### src/rtl/decode_stage.sv
// MIPS instruction-decode stage: register file with write-back bypass, immediate
// extension, load-use hazard detection and an ID/EX register with stall and flush.
module decode_stage #(
    parameter  int DATA_W    = 32,
    parameter  int REG_COUNT = 32,
    parameter  int ZERO_REG  = 1,
    parameter  int LINK_REG  = 31,
    localparam int AW        = $clog2(REG_COUNT)
) (
    input  logic              clk,
    input  logic              rst,
    input  logic              if_valid,
    input  logic [31:0]       if_instruction,
    input  logic [DATA_W-1:0] if_pc_plus4,
    output logic              if_ready,
    input  logic              ctrl_reg_write,
    input  logic              ctrl_reg_dst,
    input  logic              ctrl_jal,
    input  logic              ctrl_mem_read,
    input  logic              ctrl_zero_ext,
    input  logic              wb_en,
    input  logic [AW-1:0]     wb_addr,
    input  logic [DATA_W-1:0] wb_data,
    input  logic              ex_ready,
    input  logic              flush,
    output logic              ex_valid,
    output logic [DATA_W-1:0] ex_rs_data,
    output logic [DATA_W-1:0] ex_rt_data,
    output logic [DATA_W-1:0] ex_imm,
    output logic [AW-1:0]     ex_rs,
    output logic [AW-1:0]     ex_rt,
    output logic [AW-1:0]     ex_dst,
    output logic              ex_reg_write,
    output logic              ex_mem_read,
    output logic [DATA_W-1:0] ex_pc_plus4,
    output logic [15:0]       hazard_cnt
);

    // Read port: protected register 0 reads zero, a same-cycle write-back wins
    // over the stored value so the consumer never sees stale data.
    function automatic logic [DATA_W-1:0] read_port(
        input logic [AW-1:0]     idx,
        input logic [DATA_W-1:0] stored,
        input logic              we,
        input logic [AW-1:0]     wa,
        input logic [DATA_W-1:0] wd
    );
        if ((ZERO_REG != 0) && (idx == '0)) return '0;
        if (we && (wa == idx)) return wd;
        return stored;
    endfunction

    function automatic logic [DATA_W-1:0] extend_imm(
        input logic [15:0] imm,
        input logic        zext
    );
        logic signed [15:0]       imm_s;
        logic signed [DATA_W-1:0] imm_sx;
        imm_s  = imm;
        imm_sx = imm_s;
        return zext ? DATA_W'(imm) : imm_sx;
    endfunction

    function automatic logic [15:0] sat_inc(input logic [15:0] cnt);
        return (cnt == 16'hFFFF) ? cnt : cnt + 16'd1;
    endfunction

    // ---- decode (combinational, from IF/ID) ----
    logic [DATA_W-1:0] rf_q [REG_COUNT];

    logic [AW-1:0]     rs_idx;
    logic [AW-1:0]     rt_idx;
    logic [AW-1:0]     rd_idx;
    logic [AW-1:0]     dst_idx;
    logic [15:0]       imm_raw;
    logic [DATA_W-1:0] rs_val;
    logic [DATA_W-1:0] rt_val;
    logic [DATA_W-1:0] imm_ext;
    logic              rf_we;
    logic              hazard;
    logic              unused_opcode;

    assign rs_idx        = if_instruction[21 +: AW];
    assign rt_idx        = if_instruction[16 +: AW];
    assign rd_idx        = if_instruction[11 +: AW];
    assign imm_raw       = if_instruction[15:0];
    assign unused_opcode = ^if_instruction[31:26];

    assign rf_we   = wb_en && !((ZERO_REG != 0) && (wb_addr == '0));
    assign rs_val  = read_port(rs_idx, rf_q[rs_idx], wb_en, wb_addr, wb_data);
    assign rt_val  = read_port(rt_idx, rf_q[rt_idx], wb_en, wb_addr, wb_data);
    assign imm_ext = extend_imm(imm_raw, ctrl_zero_ext);
    assign dst_idx = ctrl_jal ? AW'(LINK_REG) : (ctrl_reg_dst ? rd_idx : rt_idx);

    always_ff @(posedge clk or posedge rst) begin
        if (rst) begin
            for (int i = 0; i < REG_COUNT; i++) begin
                rf_q[i] <= '0;
            end
        end else if (rf_we) begin
            rf_q[wb_addr] <= wb_data;
        end
    end

    // ---- hazard detection ----
    logic              ex_valid_q,     ex_valid_d;
    logic [DATA_W-1:0] ex_rs_data_q,   ex_rs_data_d;
    logic [DATA_W-1:0] ex_rt_data_q,   ex_rt_data_d;
    logic [DATA_W-1:0] ex_imm_q,       ex_imm_d;
    logic [AW-1:0]     ex_rs_q,        ex_rs_d;
    logic [AW-1:0]     ex_rt_q,        ex_rt_d;
    logic [AW-1:0]     ex_dst_q,       ex_dst_d;
    logic              ex_reg_write_q, ex_reg_write_d;
    logic              ex_mem_read_q,  ex_mem_read_d;
    logic [DATA_W-1:0] ex_pc_plus4_q,  ex_pc_plus4_d;
    logic [15:0]       hazard_cnt_q,   hazard_cnt_d;

    // A load to $0 never produces a value worth waiting for.
    assign hazard = ex_valid_q && ex_mem_read_q && (ex_dst_q != '0) &&
                    ((ex_dst_q == rs_idx) || (ex_dst_q == rt_idx)) && if_valid;

    assign if_ready = ex_ready && !hazard;

    always_comb begin
        ex_valid_d     = ex_valid_q;
        ex_rs_data_d   = ex_rs_data_q;
        ex_rt_data_d   = ex_rt_data_q;
        ex_imm_d       = ex_imm_q;
        ex_rs_d        = ex_rs_q;
        ex_rt_d        = ex_rt_q;
        ex_dst_d       = ex_dst_q;
        ex_reg_write_d = ex_reg_write_q;
        ex_mem_read_d  = ex_mem_read_q;
        ex_pc_plus4_d  = ex_pc_plus4_q;

        // Flush outranks back-pressure; every bubble also drops its side effects.
        if (flush) begin
            ex_valid_d     = 1'b0;
            ex_reg_write_d = 1'b0;
            ex_mem_read_d  = 1'b0;
        end else if (ex_ready) begin
            if (hazard || !if_valid) begin
                ex_valid_d     = 1'b0;
                ex_reg_write_d = 1'b0;
                ex_mem_read_d  = 1'b0;
            end else begin
                ex_valid_d     = 1'b1;
                ex_rs_data_d   = rs_val;
                ex_rt_data_d   = rt_val;
                ex_imm_d       = imm_ext;
                ex_rs_d        = rs_idx;
                ex_rt_d        = rt_idx;
                ex_dst_d       = dst_idx;
                ex_reg_write_d = ctrl_reg_write || ctrl_jal;
                ex_mem_read_d  = ctrl_mem_read;
                ex_pc_plus4_d  = if_pc_plus4;
            end
        end

        hazard_cnt_d = (hazard && ex_ready) ? sat_inc(hazard_cnt_q) : hazard_cnt_q;
    end

    // ---- ID/EX register ----
    always_ff @(posedge clk or posedge rst) begin
        if (rst) begin
            ex_valid_q     <= 1'b0;
            ex_rs_data_q   <= '0;
            ex_rt_data_q   <= '0;
            ex_imm_q       <= '0;
            ex_rs_q        <= '0;
            ex_rt_q        <= '0;
            ex_dst_q       <= '0;
            ex_reg_write_q <= 1'b0;
            ex_mem_read_q  <= 1'b0;
            ex_pc_plus4_q  <= '0;
            hazard_cnt_q   <= '0;
        end else begin
            ex_valid_q     <= ex_valid_d;
            ex_rs_data_q   <= ex_rs_data_d;
            ex_rt_data_q   <= ex_rt_data_d;
            ex_imm_q       <= ex_imm_d;
            ex_rs_q        <= ex_rs_d;
            ex_rt_q        <= ex_rt_d;
            ex_dst_q       <= ex_dst_d;
            ex_reg_write_q <= ex_reg_write_d;
            ex_mem_read_q  <= ex_mem_read_d;
            ex_pc_plus4_q  <= ex_pc_plus4_d;
            hazard_cnt_q   <= hazard_cnt_d;
        end
    end

    assign ex_valid     = ex_valid_q;
    assign ex_rs_data   = ex_rs_data_q;
    assign ex_rt_data   = ex_rt_data_q;
    assign ex_imm       = ex_imm_q;
    assign ex_rs        = ex_rs_q;
    assign ex_rt        = ex_rt_q;
    assign ex_dst       = ex_dst_q;
    assign ex_reg_write = ex_reg_write_q;
    assign ex_mem_read  = ex_mem_read_q;
    assign ex_pc_plus4  = ex_pc_plus4_q;
    assign hazard_cnt   = hazard_cnt_q;

endmodule

### config.mk
export PLATFORM = sky130hd
export DESIGN_NAME = decode_stage
export DESIGN_NICKNAME = d
export VERILOG_FILES = /design/src/rtl/decode_stage.sv
export SDC_FILE = /design/constraint.sdc
export NUM_CORES = 2
export LEC_CHECK = 0
export CORE_MARGIN = 2
export CORE_UTILIZATION = 60
export DETAILED_ROUTE_END_ITERATION = 7
export PLACE_DENSITY = 0.79
export SYNTH_ARGS = -nofsm -noshare
export SYNTH_HDL_FRONTEND = slang
export SYNTH_SLANG_ARGS = --single-unit
### constraint.sdc
create_clock -name clk -period 52.5 [get_ports clk]
set_clock_uncertainty 0.2 [all_clocks]
set_input_delay 15.75 -clock clk [delete_from_list [all_inputs] [get_ports clk]]
set_output_delay 15.75 -clock clk [all_outputs]
set_load 0.02 [all_outputs]
Yosys cells after proc, flatten, opt, wreduce, memory -nomap -nowiden
Index checks and enable logic that the tools add are counted.
Operators by class
  add/sub/neg operators: 1
  magnitude comparators: 4
  equality and inequality tests: 5
  mux-type cells: 35
  bitwise operators: 6
  reduce and logical (&&, ||, !) cells: 23
Operators with widths (number)
  $bwmux W1024: 1
  $mux W32: 14
  $bmux W32 S5: 2
  $demux W32 S5: 1
  $eq A5 B5 Y1: 4
  $ge A6 B6 Y1 const B: 3
  $not A5 Y6: 3
  $add A16 B1 Y16 const B: 1
  $eq A16 B16 Y1 const B: 1
  $logic_not A5 Y1: 3
  $mux W1: 15
  $logic_and A1 B1 Y1: 10
  $mux W5: 2
  $lt A6 B1 Y1 const B: 1
  $reduce_bool A5 Y1: 1
  $logic_not A1 Y1: 3
  $logic_or A1 B1 Y1: 3
  $not A1 Y1: 3
  $reduce_and A3 Y1: 1
  $reduce_and A2 Y1: 1
  $reduce_bool A2 Y1: 1
Storage, ports and cells
  flip-flop bits (word level): 1186
  input bits: 112
  output and inout bits: 163
  word-level logic and storage cells: 117

Depth between registers and ports, before layout
  depth after elaboration: 8
  mapped depth: 10
  gate-level depth less buffers: 6

Worst setup path before layout
No wires, ideal clock.
  kind: input to output
  from: in if_instruction[25]
  to: out if_ready
  data arrival time: 16.718 ns
  data required time: 36.550 ns
  slack: 19.832 ns
  cell stages on the path: 5
  path buffers: 1
  cells stage by stage: buf_2 > xnor2_1 > nand3_1 > o22ai_1 > a31oi_1
On the way
  word-level cells in the longest chain between the ends: 6
Ends and longest elaborated chain
  start, declared: line 13  | input logic [31:0] if_instruction,
  $eq A5 B5 Y1: line 120  | ((ex_dst_q == rs_idx) || (ex_dst_q == rt_idx)) && if_valid;
  $logic_or A1 B1 Y1: line 120
  $logic_and A1 B1 Y1: line 119  | assign hazard = ex_valid_q && ex_mem_read_q && (ex_dst_q != '0) &&
  $logic_and A1 B1 Y1: line 120
  $logic_not A1 Y1: line 122  | assign if_ready = ex_ready && !hazard;
  $logic_and A1 B1 Y1: line 122
  end, declared: line 15  | output logic if_ready,
No other way between the ends.

Final worst setup path
  from: in if_instruction[16]
  to: out if_ready
The elaborated chain is that of the path after synthesis.

==> flow_summary.json <==
{
  "dr.pass1.iters": 5,
  "cts_root_buf": "clkbuf_16",
  "vias": 38640,
  "cp.arrival_ps": 17760,
  "worstSetupEndpoint": "if_ready",
  "ys.flop_type": "dfrtp_1",
  "antenna_found_initial": 3,
  "end_kind": "output pin",
  "place.gp.congestion": 0.8301,
  "drv_cap": 0,
  "drc": 0,
  "nNetsFinal": 4164,
  "start_util_pct": 60.44,
  "clkTransAtPathRegs_ps": 70,
  "clockBufferDepth": 3,
  "grt.total_usage_pct": 33.38,
  "grt_pass1_vias": 39630,
  "fin_ws_ps": 18790,
  "seqCellArea_um2": 29300,
  "r2r-end": "ex_rs_data[28]$_DFFE_PP0P_",
  "synth_nets": 4159,
  "status": "completed",
  "avgSynthCellArea_um2": 14.94,
  "vias_per_cell": 7.091,
  "hold_buffers": 0,
  "die-width_um": 321.4,
  "fillerInstances": 6664,
  "cts_tree": "done",
  "cts.sinks": 1171,
  "post_cts_buffers": 0,
  "period_needed_ps": 33710,
  "ff2ff_setup_slack_ps": 48460,
  "synthArstFlopShare_pct": 100.0,
  "yosysWarnings": 0,
  "setup_viol": 0,
  "ys_seq_area_share_pct": 48.48,
  "finalCritPeriodShare_pct": 64.22,
  "finalHoldViolCount": 0,
  "synth_seq_cells": 1171,
  "final_cell_mix": "dfrtp_1 (1171), mux2_2 (1017), mux4_2 (512), clkdlybuf4s50_1 (258), nand2_1 (228)",
  "cts_buffers": 118,
  "ant_nets": 0,
  "placed_area_um2": 63570,
  "maxSlewViolCount": 0,
  "crit_path_top_delay_cell": "buf_8",
  "overflow": 0,
  "power.density_nw_per_um2": 38.80,
  "grt_max_degree": 174,
  "critPathLaunch": "if_instruction[16]",
  "leakagePower_uw": 0.02953,
  "hold_slack_ps": 195.0,
  "synth_edf_count": 0,
  "ctsResizeCount": 0,
  "worst-slew-pin-transition_ps": 1309,
  "insertion_delay_ps": 720,
  "area_growth_pct": 11.83,
  "multi_input_area_um2": 29250,
  "drt_first_iter_violations": 4020,
  "synth_area_um2": 60440,
  "dieArea_um2": 103300,
  "final_layout_size_suffix_gt1_share_pct": 44.67,
  "layout_commonest_cell": "dfrtp_1",
  "core_region_area_um2": 100000,
  "hold_path_class": "reg2reg",
  "tns_ps": 0,
  "rr_startpoint": "ex_dst[0]$_DFFE_PP0P_",
  "grt_pass1_wl_um": 256600,
  "synth.distinct_cells": 46,
  "syn_inst": 4046,
  "r2r_cells": 7,
  "portBuffers": 268,
  "rsz0062_at_grt": "false",
  "max_freq_ghz": 0.02966,
  "place_ws_ps": 18770,
  "routedWlPerCell_um": 31.12,
  "io_pins": 275,
  "finish.instance_area_um2": 67590,
  "wl_um": 169600,
  "slew_headroom_pct": 12.43,
  "dp_hpwl_um": 92720,
  "cp-start-kind": "primary input",
  "cp_max_fo": 64,
  "die_y_um": 321.4,
  "max_stage_delay_ps": 580,
  "crit_path_cell_trace": "buf_8 -> xnor2_1 -> nand3_1 -> o22ai_1 -> buf_4 -> a31oi_1 -> clkdlybuf4s50_1",
  "cp.required_ps": 36550,
  "htreeDepth": 3,
  "ir_drop_mv": 0.02851,
  "rows": 116,
  "criticalPathCategory": "in2out"
}
cells in the mapped netlist (32+ instances only):
| master | count | area share (%) |
|---|---|---|
| a22o_1 | 34 | 0.49 |
| nand2_1 | 243 | 1.5 |
| a221oi_1 | 32 | 0.46 |
| mux2_1 | 40 | 0.75 |
| buf_1 | 70 | 0.43 |
| mux2_2 | 1017 | 19 |
| mux4_2 | 512 | 19 |
| a21o_1 | 32 | 0.40 |
| a21oi_1 | 35 | 0.29 |
| mux2i_1 | 158 | 2.6 |
| clkbuf_1 | 266 | 1.7 |
| o22ai_1 | 33 | 0.34 |
| dfrtp_1 | 1171 | 48 |
| nor2_1 | 36 | 0.22 |
| buf_2 | 89 | 0.74 |
| a211oi_1 | 32 | 0.40 |
| nor3_1 | 45 | 0.37 |
state kept, by name, summed over array words and instances (netlist names), 5 cells and up:
register and cells:
ex_rs 5, hazard_cnt 16, rf_q 1024, ex_imm 17, ex_rt 5, ex_rs_data 32
ex_pc_plus4 32, ex_rt_data 32, ex_dst 5
power by group:
group | internal [uW] | switching, uW | total (uW)
Combinational | 334 | 219 | 553
Sequential | 1070 | 127 | 1200
Clock | 509 | 361 | 870
area by class of cell:
| cell class | count | share of cell area (%) |
|---|---|---|
| repair buffers | 348 | 4.982 |
| well taps | 1298 | 2.403 |
| multi-input cells | 2407 | 43.27 |
| clock inverters | 35 | 0.5498 |
| diodes | 1 | 0.003702 |
| inverters | 5 | 0.03888 |
| clock buffers | 184 | 5.395 |
| flip-flops and latches | 1171 | 43.36 |
metal layers:
layer  wire (um)  share of wire (%)  track usage (%)  up-vias
met5           0                  0                0        -
met1       68790                 41            47.75    20860
met2       78100                 46            50.40     1953
li1            -                  -                -    15460
met3       16610                9.8            8.336      365
met4        6067                3.6            11.60        0
worst min-delay path by stage:
stage / startpoint / end / slack [ps] / depth (start not counted)
3_3_place_gp: rf_q[1010]$_DFFE_PP0P_ / rf_q[1010]$_DFFE_PP0P_ / 180 / 0
6_report: rf_q[1000]$_DFFE_PP0P_ / rf_q[1000]$_DFFE_PP0P_ / 200 / 0
4_1_cts: rf_q[1018]$_DFFE_PP0P_ / rf_q[1018]$_DFFE_PP0P_ / 200 / 0
3_5_place_dp: rf_q[996]$_DFFE_PP0P_ / rf_q[996]$_DFFE_PP0P_ / 180 / 0
5_1_grt: rf_q[1000]$_DFFE_PP0P_ / rf_q[1000]$_DFFE_PP0P_ / 210 / 0
2_1_floorplan: rf_q[1000]$_DFFE_PP0P_ / rf_q[1000]$_DFFE_PP0P_ / 240 / 1
worst max-delay path: cells and delay by family:
kind            cells  cell delay [ps]
simple gates        1              100
buf+inv             3             1350
compound gates      2              310
xor+xnor            1              190
cells by family after synthesis:
family                     count (synthesis)  share of synthesized area (%)
AOI/OAI and AO/OA                        274                          3.532
adders and majority gates                  1                        0.02070
DFF                                     1171                          48.48
and+or+nand+nor                          370                          2.602
xor gates and xnor gates                  35                         0.5072
muxes                                   1727                          41.39
buffers and inverters                    468                          3.464
metrics by stage:
| stage | utilization, % | total power (uW) | cells |
|---|---|---|---|
| 2_1_floorplan | - | 1594 | 4046 |
| 3_3_place_gp | 63.57 | 1732 | 5229 |
| 3_5_place_dp | 63.57 | 1759 | 5229 |
| 4_1_cts | 67.58 | 2628 | 5448 |
| 5_1_grt | 67.59 | 2726 | 5449 |
| 6_report | 67.59 | 2622 | 5449 |
Power figures use the tool's default switching activity.
